[src/rtl/seq_ctrl.sv]
// seq_ctrl: multi-cycle sequencer for the 8-bit accumulator CPU.
// Fetches from the instruction ROM, latches the IR, decodes the 3-bit opcode
// and drives the accumulator/PC strobes and a req/ack handshake to data RAM.
// Holds the Z/C flags and offers run/step/halt control to a debug host.
//
// Ports:
//   clk_i, rst_i             clock, synchronous active-high reset
//   run_i, step_i            debug run level / single-step pulse
//   halted_o                 1 while idle
//   ins_i                    ROM data at the current PC
//   ir_o                     latched instruction
//   pc_inc_o, pc_load_o      PC increment / load-from-operand strobes
//   mem_req_o, mem_we_o      data-RAM request and write enable
//   mem_addr_o, mem_ack_i    data-RAM address and completion
//   acc_wen_o                accumulator write strobe
//   alu_flag_z_i/_c_i        ALU flags for the current operation
//   flag_z_o, flag_c_o       registered flags
//   state_o                  current state encoding
//   retired_o                completed-instruction counter (wraps)
//
// state  | meaning
// IDLE   | halted, waiting for run or step
// FETCH  | latch ins_i into the IR
// DECODE | choose memory read, memory write or branch path
// MEMRD  | RAM read request until ack
// MEMWR  | RAM write request until ack; retires STA on the ack cycle
// EXEC   | accumulator/flag update or branch; retires the instruction

module seq_ctrl #(
  parameter int PC_W  = 5,
  parameter int CNT_W = 16
) (
  input  logic             clk_i,
  input  logic             rst_i,
  input  logic             run_i,
  input  logic             step_i,
  output logic             halted_o,
  input  logic [7:0]       ins_i,
  output logic [7:0]       ir_o,
  output logic             pc_inc_o,
  output logic             pc_load_o,
  output logic             mem_req_o,
  output logic             mem_we_o,
  output logic [PC_W-1:0]  mem_addr_o,
  input  logic             mem_ack_i,
  output logic             acc_wen_o,
  input  logic             alu_flag_z_i,
  input  logic             alu_flag_c_i,
  output logic             flag_z_o,
  output logic             flag_c_o,
  output logic [2:0]       state_o,
  output logic [CNT_W-1:0] retired_o
);

  typedef enum logic [2:0] {
    S_IDLE   = 3'd0,
    S_FETCH  = 3'd1,
    S_DECODE = 3'd2,
    S_MEMRD  = 3'd3,
    S_MEMWR  = 3'd4,
    S_EXEC   = 3'd5
  } state_t;

  localparam logic [CNT_W-1:0] CNT_ONE = {{(CNT_W-1){1'b0}}, 1'b1};

  state_t           state_q, state_d;
  logic [7:0]       ir_q, ir_d;
  logic             step_q, step_d;
  logic             flag_z_q, flag_z_d;
  logic             flag_c_q, flag_c_d;
  logic [CNT_W-1:0] retired_q, retired_d;

  logic [2:0] op;
  logic       is_jump;
  logic       take_branch;
  logic       in_exec;
  logic       wr_ack;
  logic       retire;

  assign op          = ir_q[7:5];
  assign is_jump     = op[2] & op[1];
  // JC is 111, JZ is 110: opcode bit 0 selects which flag is tested.
  assign take_branch = op[0] ? flag_c_q : flag_z_q;
  assign in_exec     = (state_q == S_EXEC);
  assign wr_ack      = (state_q == S_MEMWR) && mem_ack_i;
  assign retire      = in_exec || wr_ack;

  // Strobes are squelched during reset so an ack arriving with the reset
  // edge can never nudge the PC or the accumulator.
  assign pc_load_o  = !rst_i && in_exec && is_jump && take_branch;
  assign pc_inc_o   = !rst_i && (wr_ack || (in_exec && !(is_jump && take_branch)));
  assign acc_wen_o  = !rst_i && in_exec && !is_jump;
  assign mem_req_o  = !rst_i && ((state_q == S_MEMRD) || (state_q == S_MEMWR));
  assign mem_we_o   = !rst_i && (state_q == S_MEMWR);
  assign mem_addr_o = ir_q[PC_W-1:0];

  assign halted_o  = (state_q == S_IDLE) || rst_i;
  assign ir_o      = ir_q;
  assign flag_z_o  = flag_z_q;
  assign flag_c_o  = flag_c_q;
  assign state_o   = state_q;
  assign retired_o = retired_q;

  always_comb begin
    state_d   = state_q;
    ir_d      = ir_q;
    step_d    = step_q;
    flag_z_d  = flag_z_q;
    flag_c_d  = flag_c_q;
    retired_d = retired_q;

    case (state_q)
      S_IDLE: begin
        if (run_i) begin
          state_d = S_FETCH;
          step_d  = 1'b0;
        end else if (step_i) begin
          state_d = S_FETCH;
          step_d  = 1'b1;
        end
      end
      S_FETCH: begin
        ir_d    = ins_i;
        state_d = S_DECODE;
      end
      S_DECODE: begin
        if (op == 3'd5)  state_d = S_MEMWR;
        else if (is_jump) state_d = S_EXEC;
        else              state_d = S_MEMRD;
      end
      S_MEMRD: begin
        if (mem_ack_i) state_d = S_EXEC;
      end
      S_MEMWR: begin
        // leaving is handled by the common retire path below
      end
      S_EXEC: begin
        if (!is_jump) begin
          flag_z_d = alu_flag_z_i;
          flag_c_d = alu_flag_c_i;
        end
      end
      default: state_d = S_IDLE;
    endcase

    // A dropped run level lets the current instruction finish and halts here.
    if (retire) begin
      retired_d = retired_q + CNT_ONE;
      if (run_i && !step_q) begin
        state_d = S_FETCH;
      end else begin
        state_d = S_IDLE;
        step_d  = 1'b0;
      end
    end
  end

  always_ff @(posedge clk_i) begin
    if (rst_i) begin
      state_q   <= S_IDLE;
      ir_q      <= 8'h00;
      step_q    <= 1'b0;
      flag_z_q  <= 1'b0;
      flag_c_q  <= 1'b0;
      retired_q <= '0;
    end else begin
      state_q   <= state_d;
      ir_q      <= ir_d;
      step_q    <= step_d;
      flag_z_q  <= flag_z_d;
      flag_c_q  <= flag_c_d;
      retired_q <= retired_d;
    end
  end

endmodule

[config.mk]
export PLATFORM = sky130hd
export DESIGN_NAME = seq_ctrl
export DESIGN_NICKNAME = d
export VERILOG_FILES = /design/src/rtl/seq_ctrl.sv
export SDC_FILE = /design/constraint.sdc
export NUM_CORES = 1
export LEC_CHECK = 0
export ABC_AREA = 1
export BUFFER_PORTS_ARGS = -buffer_cell sky130_fd_sc_hd__buf_2
export CAP_MARGIN = 15
export CORE_MARGIN = 5
export CORE_UTILIZATION = 35
export CTS_BUF_LIST = sky130_fd_sc_hd__clkbuf_4 sky130_fd_sc_hd__clkbuf_8 sky130_fd_sc_hd__clkbuf_16
export DETAILED_ROUTE_END_ITERATION = 12
export HOLD_SLACK_MARGIN = 0.1
export PLACE_DENSITY = 0.58
export SLEW_MARGIN = 15
export SYNTH_ARGS = -nofsm -noshare
export SYNTH_HDL_FRONTEND = slang
export SYNTH_SLANG_ARGS = --single-unit
export TNS_END_PERCENT = 100
[constraint.sdc]
create_clock -name clk_i -period 3.97 [get_ports clk_i]
set_input_delay 0.1985 -clock clk_i [delete_from_list [all_inputs] [get_ports clk_i]]
set_output_delay 0.1985 -clock clk_i [all_outputs]
set_load 0.005 [all_outputs]
[After elaboration in Yosys (flattened, before gate mapping)]
Index checks and enable logic that the tools add are counted.
Storage, ports and cells
  register bits after elaboration: 30
  input port bits: 15
  logic and storage cells: 55
Cells by class
  add/sub/neg operators: 1
  equal/unequal tests: 9
  muxes and demuxes: 14
  bitwise logic cells: 2
  reductions and logical operators: 23
Operators with widths (count)
  3-bit two-way mux: 6
  16-bit by 1-bit adder with 16-bit output (second input constant): 1
  3-bit case mux with 5 select lines: 1
  1-bit logical AND: 11
  3-bit == test (second input constant): 3
  1-bit two-way mux: 7
  3-bit by 2-bit == test with 1-bit output (second input constant): 2
  1-bit zero test: 4
  1-bit logical OR: 4
  4-bit != test (second input constant): 1
  3-bit by 1-bit == test with 1-bit output (second input constant): 1
  3-bit zero test: 1
  3-bit != test (second input constant): 1
  3-bit AND reduction: 1
  2-bit by 1-bit != test with 1-bit output (second input constant): 1
  2-bit AND reduction: 1
  2-bit OR reduction: 1
  1-bit AND: 1
  1-bit inverter: 1

[Logic depth before layout (Yosys ltp)]
Gate-level depths: netlist of run 1.
  depth after elaboration: 6
  depth in mapped cells: 9
  depth with buffers taken out: 9

[Worst setup path before layout of run 1]
No wires, ideal clock.
  path type: reg-to-reg
  start point: register retired_q[0] (netlist: retired_o[0])
  end point: register retired_q[8] (netlist: retired_o[8])
  setup time: 126 ps
  arrival time: 1251 ps
  slack: 2593 ps
  cell stages (with the launch flop): 9
  path buffers: 0
  cell sequence: dfxtp_1 ha_1 nand2_1 nor2_2 nand2_1 nor2_1 nand3_1 nand2_1 nor2_2
Between the ends
  longest elaborated chain between the ends: 1
RTL lines
  from (decl): line 71  | logic [CNT_W-1:0] retired_q, retired_d;
  from (signal assigned): line 172  | retired_q <= retired_d;
  16-bit by 1-bit adder with 16-bit output: line 148  | retired_d = retired_q + CNT_ONE;
Every way passes these cells.
A chain may end at the register's enable or synchronous reset.

[Worst setup path after layout of run 1]
  start point: register state_q[2] (netlist: state_o[2])
  end point: output pc_inc_o
Between the ends
  longest elaborated chain between the ends: 4
RTL lines
  from (decl): line 66  | state_t state_q, state_d;
  from (signal assigned): line 167  | state_q <= state_d;
  3-bit == test, on equally long branches: line 85, 84
  1-bit logical AND, on equally long branches: line 85, 91
  1-bit logical OR (*): line 91  | assign pc_inc_o = !rst_i && (wr_ack || (in_exec && !(is_jump && take_branch)));
  1-bit logical AND (*): line 91
  to (decl): line 40  | output logic pc_inc_o,
Mark *: on every way between the ends. The rest lies on a longest branch, timed or not.

==> results.toml, run 1 <==
[clock_network]
clk_latency_ns = 0.28
ctsLongestPathBuffers = 2
path_clk_slew_ns = 0.06
cts_hold_buf = 0
cts.htree.levels = 2
clkSinkCount = 30
numCtsBuffers = 5
cts_root_buf = "clkbuf_8"
post_cts_buffers = 0
cts_resized = 0
cts_tree = "yes"

[synth]
netlist_top_cells_area = "dfxtp_1 36%, nand2_1 13%, inv_1 8.4%"
netlist_area_um2 = 1650
synth_top_area_frac = 0.364
yosysWarnings = 0
synth_cell_type_count = 29
synth_fp_nets = 260
syn_avg_cell_area_um2 = 6.76
synth-seq-area-share = 0.364
synth_top_area_cell = "dfxtp_1"
synth_cells = 244
ys_seq_elements = 30

[power_and_ir_drop]
p_leak_uw = 0.000948
p_int_uw = 628
ir_drop_mv = 0.177
combPwrFrac = 0.316
p_sw_uw = 353
powerDensity_nw_per_um2 = 490
switching_share = 0.360
clock_power_share = 0.264
power_frac_seq = 0.420

[setup_path]
cp.arrival_ns = 1.46
crit_fanout = 7
r2r-start = "retired_o[0]"
cp_slowest_stage_delay_ns = 0.52
end_kind = "primary output"
reg2regPathDepth = 8
path_cells = "nand3_4 > inv_1 > o21ai_0 > a21oi_1 > buf_2"
r2r_slack_ns = 2.47
crit_path_top_delay_cell = "dfxtp_1"
critical_path_class = "reg -> out"
cp.required_ns = 3.77
startpoint_type = "flop"
worst_r2r_endpoint = "retired_o[8]"

[routing]
wl_um = 3880
drc = 0
avgRoutedWirePerCell_um = 11.1
vias = 1596
ant_nets = 0
firstDrtPassIters = 4
viasPerCell = 4.56
drtIter0Drc = 70

[global_routing]
grt_antenna_before_repair = 0
grt_overflow_total = 0
grt_max_degree = 26
first_global_vias = 1497
grt_pass1_wl_um = 6780
grt_usage = 0.135

[die]
dieArea_um2 = 6180
core_area_um2 = 4660
start_util = 0.354
die_x_um = 78.6
num_io_pins = 55
die_y_um = 78.6
core.rowCount = 25

[sta]
min_period_over_period = 0.419
setup_ws_ns = 2.31
period_minus_slack_ns = 1.66
setup_violations = 0
worst_slew_pin_slew_ns = 0.703
timing.hold.ws_ns = 0.150
fmax_ghz = 0.601
skew_ns = 0.00608
setup_tns_ns = 0
slew_headroom = 0.531
finalHoldViolCount = 0
rsz0062_at_grt = "no"
drv_slew = 0

[place]
dp_slack_ns = 2.35
port_buffers = 54
dp_hpwl_um = 2980
gp_congestion = 0.810
dp.cells = 342

[finish]
fill_cells = 502
n_antenna_cell = 0
fin_cells = 350
utilization = 0.430
syn_to_final_growth_pct = 21.6
layout-drive-gt1-share = 0.267
fin_nets = 311

[worst_hold_path]
holdPathEnd = "flag_z_o"
hold_depth = 3
worstHoldStart = "alu_flag_z_i"
hp-class = "in -> reg"

[job]
max_cap_viol_count = 0

[outcome]
outcome = "complete, no violations"
final cells by class:
type                       instances  area (µm²)  share of cell area
clock buffer                       7        90.1              0.0449
inverter                          38         145              0.0724
clock inverter                     1        5.00             0.00250
tap                               54        67.6              0.0337
multi-input combinational        166         827               0.412
timing repair buffer              54         270               0.135
sequential                        30         601               0.299
critical path, delay by kind of cell (launching register included):
kind	cells	cell delay [ns]
compound gates	2	0.26
buf+inv	2	0.24
simple gates	1	0.17
flops	1	0.52
worst max path at each step:
| stage | start | to | slack (ns) | cells past startpoint |
|---|---|---|---|---|
| global route | state_o[0] | pc_load_o | 2.18 | 5 |
| CTS | state_o[0] | pc_inc_o | 2.27 | 5 |
| detailed placement | rst_i | pc_load_o | 2.35 | 5 |
| finish | state_o[2] | pc_inc_o | 2.31 | 5 |
| global placement | rst_i | pc_load_o | 2.38 | 5 |
| floorplan | retired_o[0] | retired_o[8] | 2.59 | 8 |
cells in the mapped netlist, drive strengths merged:
library cell / count
xor2: 1
o21bai: 1
nand2: 59
nor3: 3
a21oi: 22
mux2i: 1
buf: 7
o21ai: 20
nand3: 13
inv: 38
nor2: 39
dfxtp: 30
ha: 1
clkbuf: 3
o211ai: 1
nand4: 5
metrics by stage:
step                      total power (µW)  cell area (µm²)
after CTS                             1000             2010
after global routing                  1070             2010
after floorplan                        650             1650
after global placement                 730             1910
after detailed placement               734             1910
final                                  982             2010
registers in the layout, summed over array words and instances (netlist names):
register   flops
flag_c_o       1
retired_o     16
ir_o           8
flag_z_o       1
state_o        3
step_q         1
cells in the final DEF, fill, tap and decap left out:
| cell | instances |
|---|---|
| o211ai_1 | 1 |
| inv_4 | 1 |
| a21oi_1 | 19 |
| nand2_8 | 1 |
| nand4_1 | 5 |
| xor2_1 | 1 |
| nor3_2 | 1 |
| mux2i_1 | 1 |
| nand3_1 | 11 |
| dfxtp_1 | 30 |
| nor2_1 | 34 |
| nand2_1 | 55 |
| nor2_4 | 2 |
| clkbuf_4 | 1 |
| a21oi_2 | 3 |
| ha_1 | 1 |
| inv_1 | 37 |
| nand2_2 | 3 |
| nand3_4 | 2 |
| buf_2 | 54 |
| clkinv_2 | 1 |
| o21ai_1 | 3 |
| o21ai_0 | 16 |
| clkbuf_8 | 6 |
| o21bai_1 | 1 |
| nor3_1 | 2 |
| o21ai_2 | 1 |
| nor2_2 | 3 |
power by group through the flow:
stage / combinational, µW / clock, µW / sequential (µW)
CTS: 315 / 273 / 413
floorplan: 230 / 0 / 420
global placement: 312 / 0 / 419
finish: 310 / 259 / 413
global route: 357 / 286 / 425
detailed placement: 314 / 0 / 420
cell families (layout without fill, tap and decap cells):
kind of cell / after synthesis / count (layout) / share of synthesized area
flops: 30 / 30 / 0.364
xor+xnor: 1 / 1 / 0.00531
fa+ha+maj: 1 / 1 / 0.00759
simple gates: 119 / 119 / 0.337
mux: 1 / 1 / 0.00607
buf+inv: 48 / 100 / 0.134
compound gates: 44 / 44 / 0.146
per-layer routing:
layer	global-route usage	routed length [µm]
met1	0.163	1820
met2	0.226	1810
met3	0.0321	164
met4	0.0629	80
met5	0	0
No activity file was read; power rests on OpenSTA's default activity.
==> run 2, diff against run 1 <==
--- a/config.mk
+++ b/config.mk
@@ -5,7 +5,7 @@
 export SDC_FILE = /design/constraint.sdc
 export NUM_CORES = 1
 export LEC_CHECK = 0
-export ABC_AREA = 1
+export ABC_AREA = 0
 export BUFFER_PORTS_ARGS = -buffer_cell sky130_fd_sc_hd__buf_2
 export CAP_MARGIN = 15
 export CORE_MARGIN = 5
@@ -13,7 +13,7 @@
 export CTS_BUF_LIST = sky130_fd_sc_hd__clkbuf_4 sky130_fd_sc_hd__clkbuf_8 sky130_fd_sc_hd__clkbuf_16
 export DETAILED_ROUTE_END_ITERATION = 12
 export HOLD_SLACK_MARGIN = 0.1
-export PLACE_DENSITY = 0.58
+export PLACE_DENSITY = 0.59
 export SLEW_MARGIN = 15
 export SYNTH_ARGS = -nofsm -noshare
 export SYNTH_HDL_FRONTEND = slang
==> constraint.sdc (replaced) <==
create_clock -name clk_i -period 1.6 [get_ports clk_i]
set_input_delay 0.08 -clock clk_i [delete_from_list [all_inputs] [get_ports clk_i]]
set_output_delay 0.08 -clock clk_i [all_outputs]
set_load 0.005 [all_outputs]
==> results.toml, run 2 <==
[outcome]
outcome = "complete, no violations"

[power_and_ir_drop]
ir_drop_mv = 0.543
powerDensity_nw_per_um2 = 769
p_leak_uw = 0.000921

[clock_network]
clkSinkCount = 30
path_clk_slew_ns = 0.06
ctsLongestPathBuffers = 2
numCtsBuffers = 5
cts_tree = "yes"
clk_latency_ns = 0.27
cts.htree.levels = 2
cts_root_buf = "clkbuf_8"

[finish]
fill_cells = 382
n_antenna_cell = 0
regArea_um2 = 607
fin_nets = 269
final_common_cell = "buf_2"
syn_to_final_growth_pct = 46.5
largest_reg_flops = 16
fin_cells = 302
most-common-layout-cells = "54 x buf_2, 28 x buf_4, 25 x dfxtp_1"
multi_input_area_um2 = 772
layout-drive-gt1-share = 0.425

[die]
core_area_um2 = 4000
die_y_um = 74.5
die_x_um = 74.5
num_io_pins = 55
dieArea_um2 = 5540
start_util = 0.363
core.rowCount = 23

[setup_path]
end_kind = "flop"
path_cells = "ha_2 > nand2_1 > or3_4 > or4_4 > a21oi_2"
path_buf_inv = 0
crit_fanout = 8
cp.required_ns = 1.80
cp_slowest_stage_delay_ns = 0.42
cp.arrival_ns = 1.77
crit_path_top_delay_cell = "or4_4"
startpoint_type = "flop"
critical_path_class = "reg -> reg"
path_delay_family = "simple AND/OR/NAND/NOR gates"

[routing]
firstDrtPassIters = 4
viasPerCell = 4.79
drtIter0Drc = 39
ant_nets = 0
wl_um = 3720
drc = 0
avgRoutedWirePerCell_um = 12.3
vias = 1448

[global_routing]
grt_pass1_wl_um = 6310
grt_antenna_before_repair = 0
grt_usage = 0.143
first_global_vias = 1484
grt_max_degree = 37
grt_overflow_total = 0

[sta]
fmax_ghz = 0.636
finalHoldViolCount = 0
skew_ns = 0.00409
setup_tns_ns = 0
slew_headroom = 0.559
timing.hold.ws_ns = 0.142
drv_slew = 0
period_minus_slack_ns = 1.57
rsz0062_at_grt = "yes"
min_period_over_period = 0.982
setup_violations = 0
worst_slew_pin_slew_ns = 0.661

[place]
dp.cells = 284
port_buffers = 54
dp_hpwl_um = 2630
gp_congestion = 0.747

[synth]
netlist_area_um2 = 1450
netlist_top_cells_area = "dfxtp_1 41%, mux2i_1 7.6%, nor2_1 6.2%"
synth_top_area_frac = 0.413
yosysMostFrequentCell = "dfxtp_1"
synth_cell_type_count = 37
synth_ff_type = "dfxtp_1"
synth_fp_nets = 186
ys_seq_elements = 30
synth_cells = 170
yosysWarnings = 0
synth_edf_count = 0
synth_top_area_cell = "dfxtp_1"
ys_top_cells_by_count = "30 x dfxtp_1, 24 x nor2_1, 13 x a21oi_1, 11 x mux2i_1, 10 x nand2_1"
syn_avg_cell_area_um2 = 8.55
synthArstFlopShare = 0
synth-seq-area-share = 0.413

[worst_hold_path]
hp-class = "in -> reg"

[job]
max_cap_viol_count = 0
-- run 2: cell count changes in the layout (fill, tap and decap cells not counted), sizes merged, moves of 7 or more --
| cell | delta |
|---|---|
| nand3 | -9 |
| dlygate4sd3 | +11 |
| or3 | +7 |
| nor2 | -15 |
| nand2 | -49 |
| mux2i | +10 |
| inv | -34 |
| buf | +28 |
| o21ai | -15 |
| a21oi | -9 |
-- run 2: final timing paths --
path / cells past startpoint / endpoint / startpoint / slack (ns)
worst max-delay path: 5 / retired_o[14] / retired_o[1] / 0.03
worst min-delay path: 3 / step_q / step_i / 0.14
worst max register to register: 5 / retired_o[14] / retired_o[1] / 0.03
worst min register to register: 2 / retired_o[15] / retired_o[15] / 0.49
-- run 2: stage by stage --
step | utilization | total power (µW) | setup WS [ns] | area (µm²)
floorplan | - | 963 | -0.0508 | 1460
global placement | 0.472 | 1040 | 0.00466 | 1890
detailed placement | 0.472 | 1050 | -0.0593 | 1890
CTS | 0.525 | 1660 | 0.0119 | 2100
global route | 0.532 | 1730 | -0.0480 | 2130
finish | 0.532 | 1640 | 0.0280 | 2130
-- run 2: worst register-to-register path, delay by kind of cell, from the launching register on --
| kind | cells | cell delay, ns |
|---|---|---|
| AO/OA/AOI/OAI | 1 | 0.12 |
| adder cells (fa/ha/maj) | 1 | 0.18 |
| flip-flops | 1 | 0.35 |
| AND/OR/NAND/NOR | 3 | 0.87 |
-- run 2: cells by family (layout without fill, tap and decap cells) --
family | count (synthesis) | in the layout | share of synthesized area
flip-flops | 30 | 30 | 0.413
adder cells (fa/ha/maj) | 1 | 1 | 0.00860
buffers and inverters | 21 | 103 | 0.0809
AND/OR/NAND/NOR | 73 | 73 | 0.269
XOR/XNOR | 7 | 7 | 0.0422
AO/OA/AOI/OAI | 27 | 27 | 0.110
multiplexers | 11 | 11 | 0.0757
-- run 2: routing by layer --
metal / GRT usage / vias up / wire (µm)
met1: 0.178 / 636 / 1760
met4: 0.0296 / 0 / 26
li1: - / 762 / -
met5: 0 / - / 0
met3: 0.0405 / 4 / 251
met2: 0.245 / 46 / 1680
-- run 2: cell type report --
type / instances / area share
multi-input cells: 119 / 0.363
flip-flops and latches: 30 / 0.285
repair buffers: 93 / 0.277
clock buffers: 6 / 0.0388
well taps: 50 / 0.0294
inverters: 4 / 0.00705
-- run 2: where the power goes --
group	switching (µW)	total, µW	internal, µW
logic	123	258	135
clock network	253	584	331
registers	19.1	796	777
-- run 2: repair_timing --
action,in CTS,in global routing
endpoints found under the hold margin,11,0
hold buffers,11,0
resized for setup,4,9
buffers inserted,0,1
endpoints found under the setup margin,6,9
pin swaps,0,2
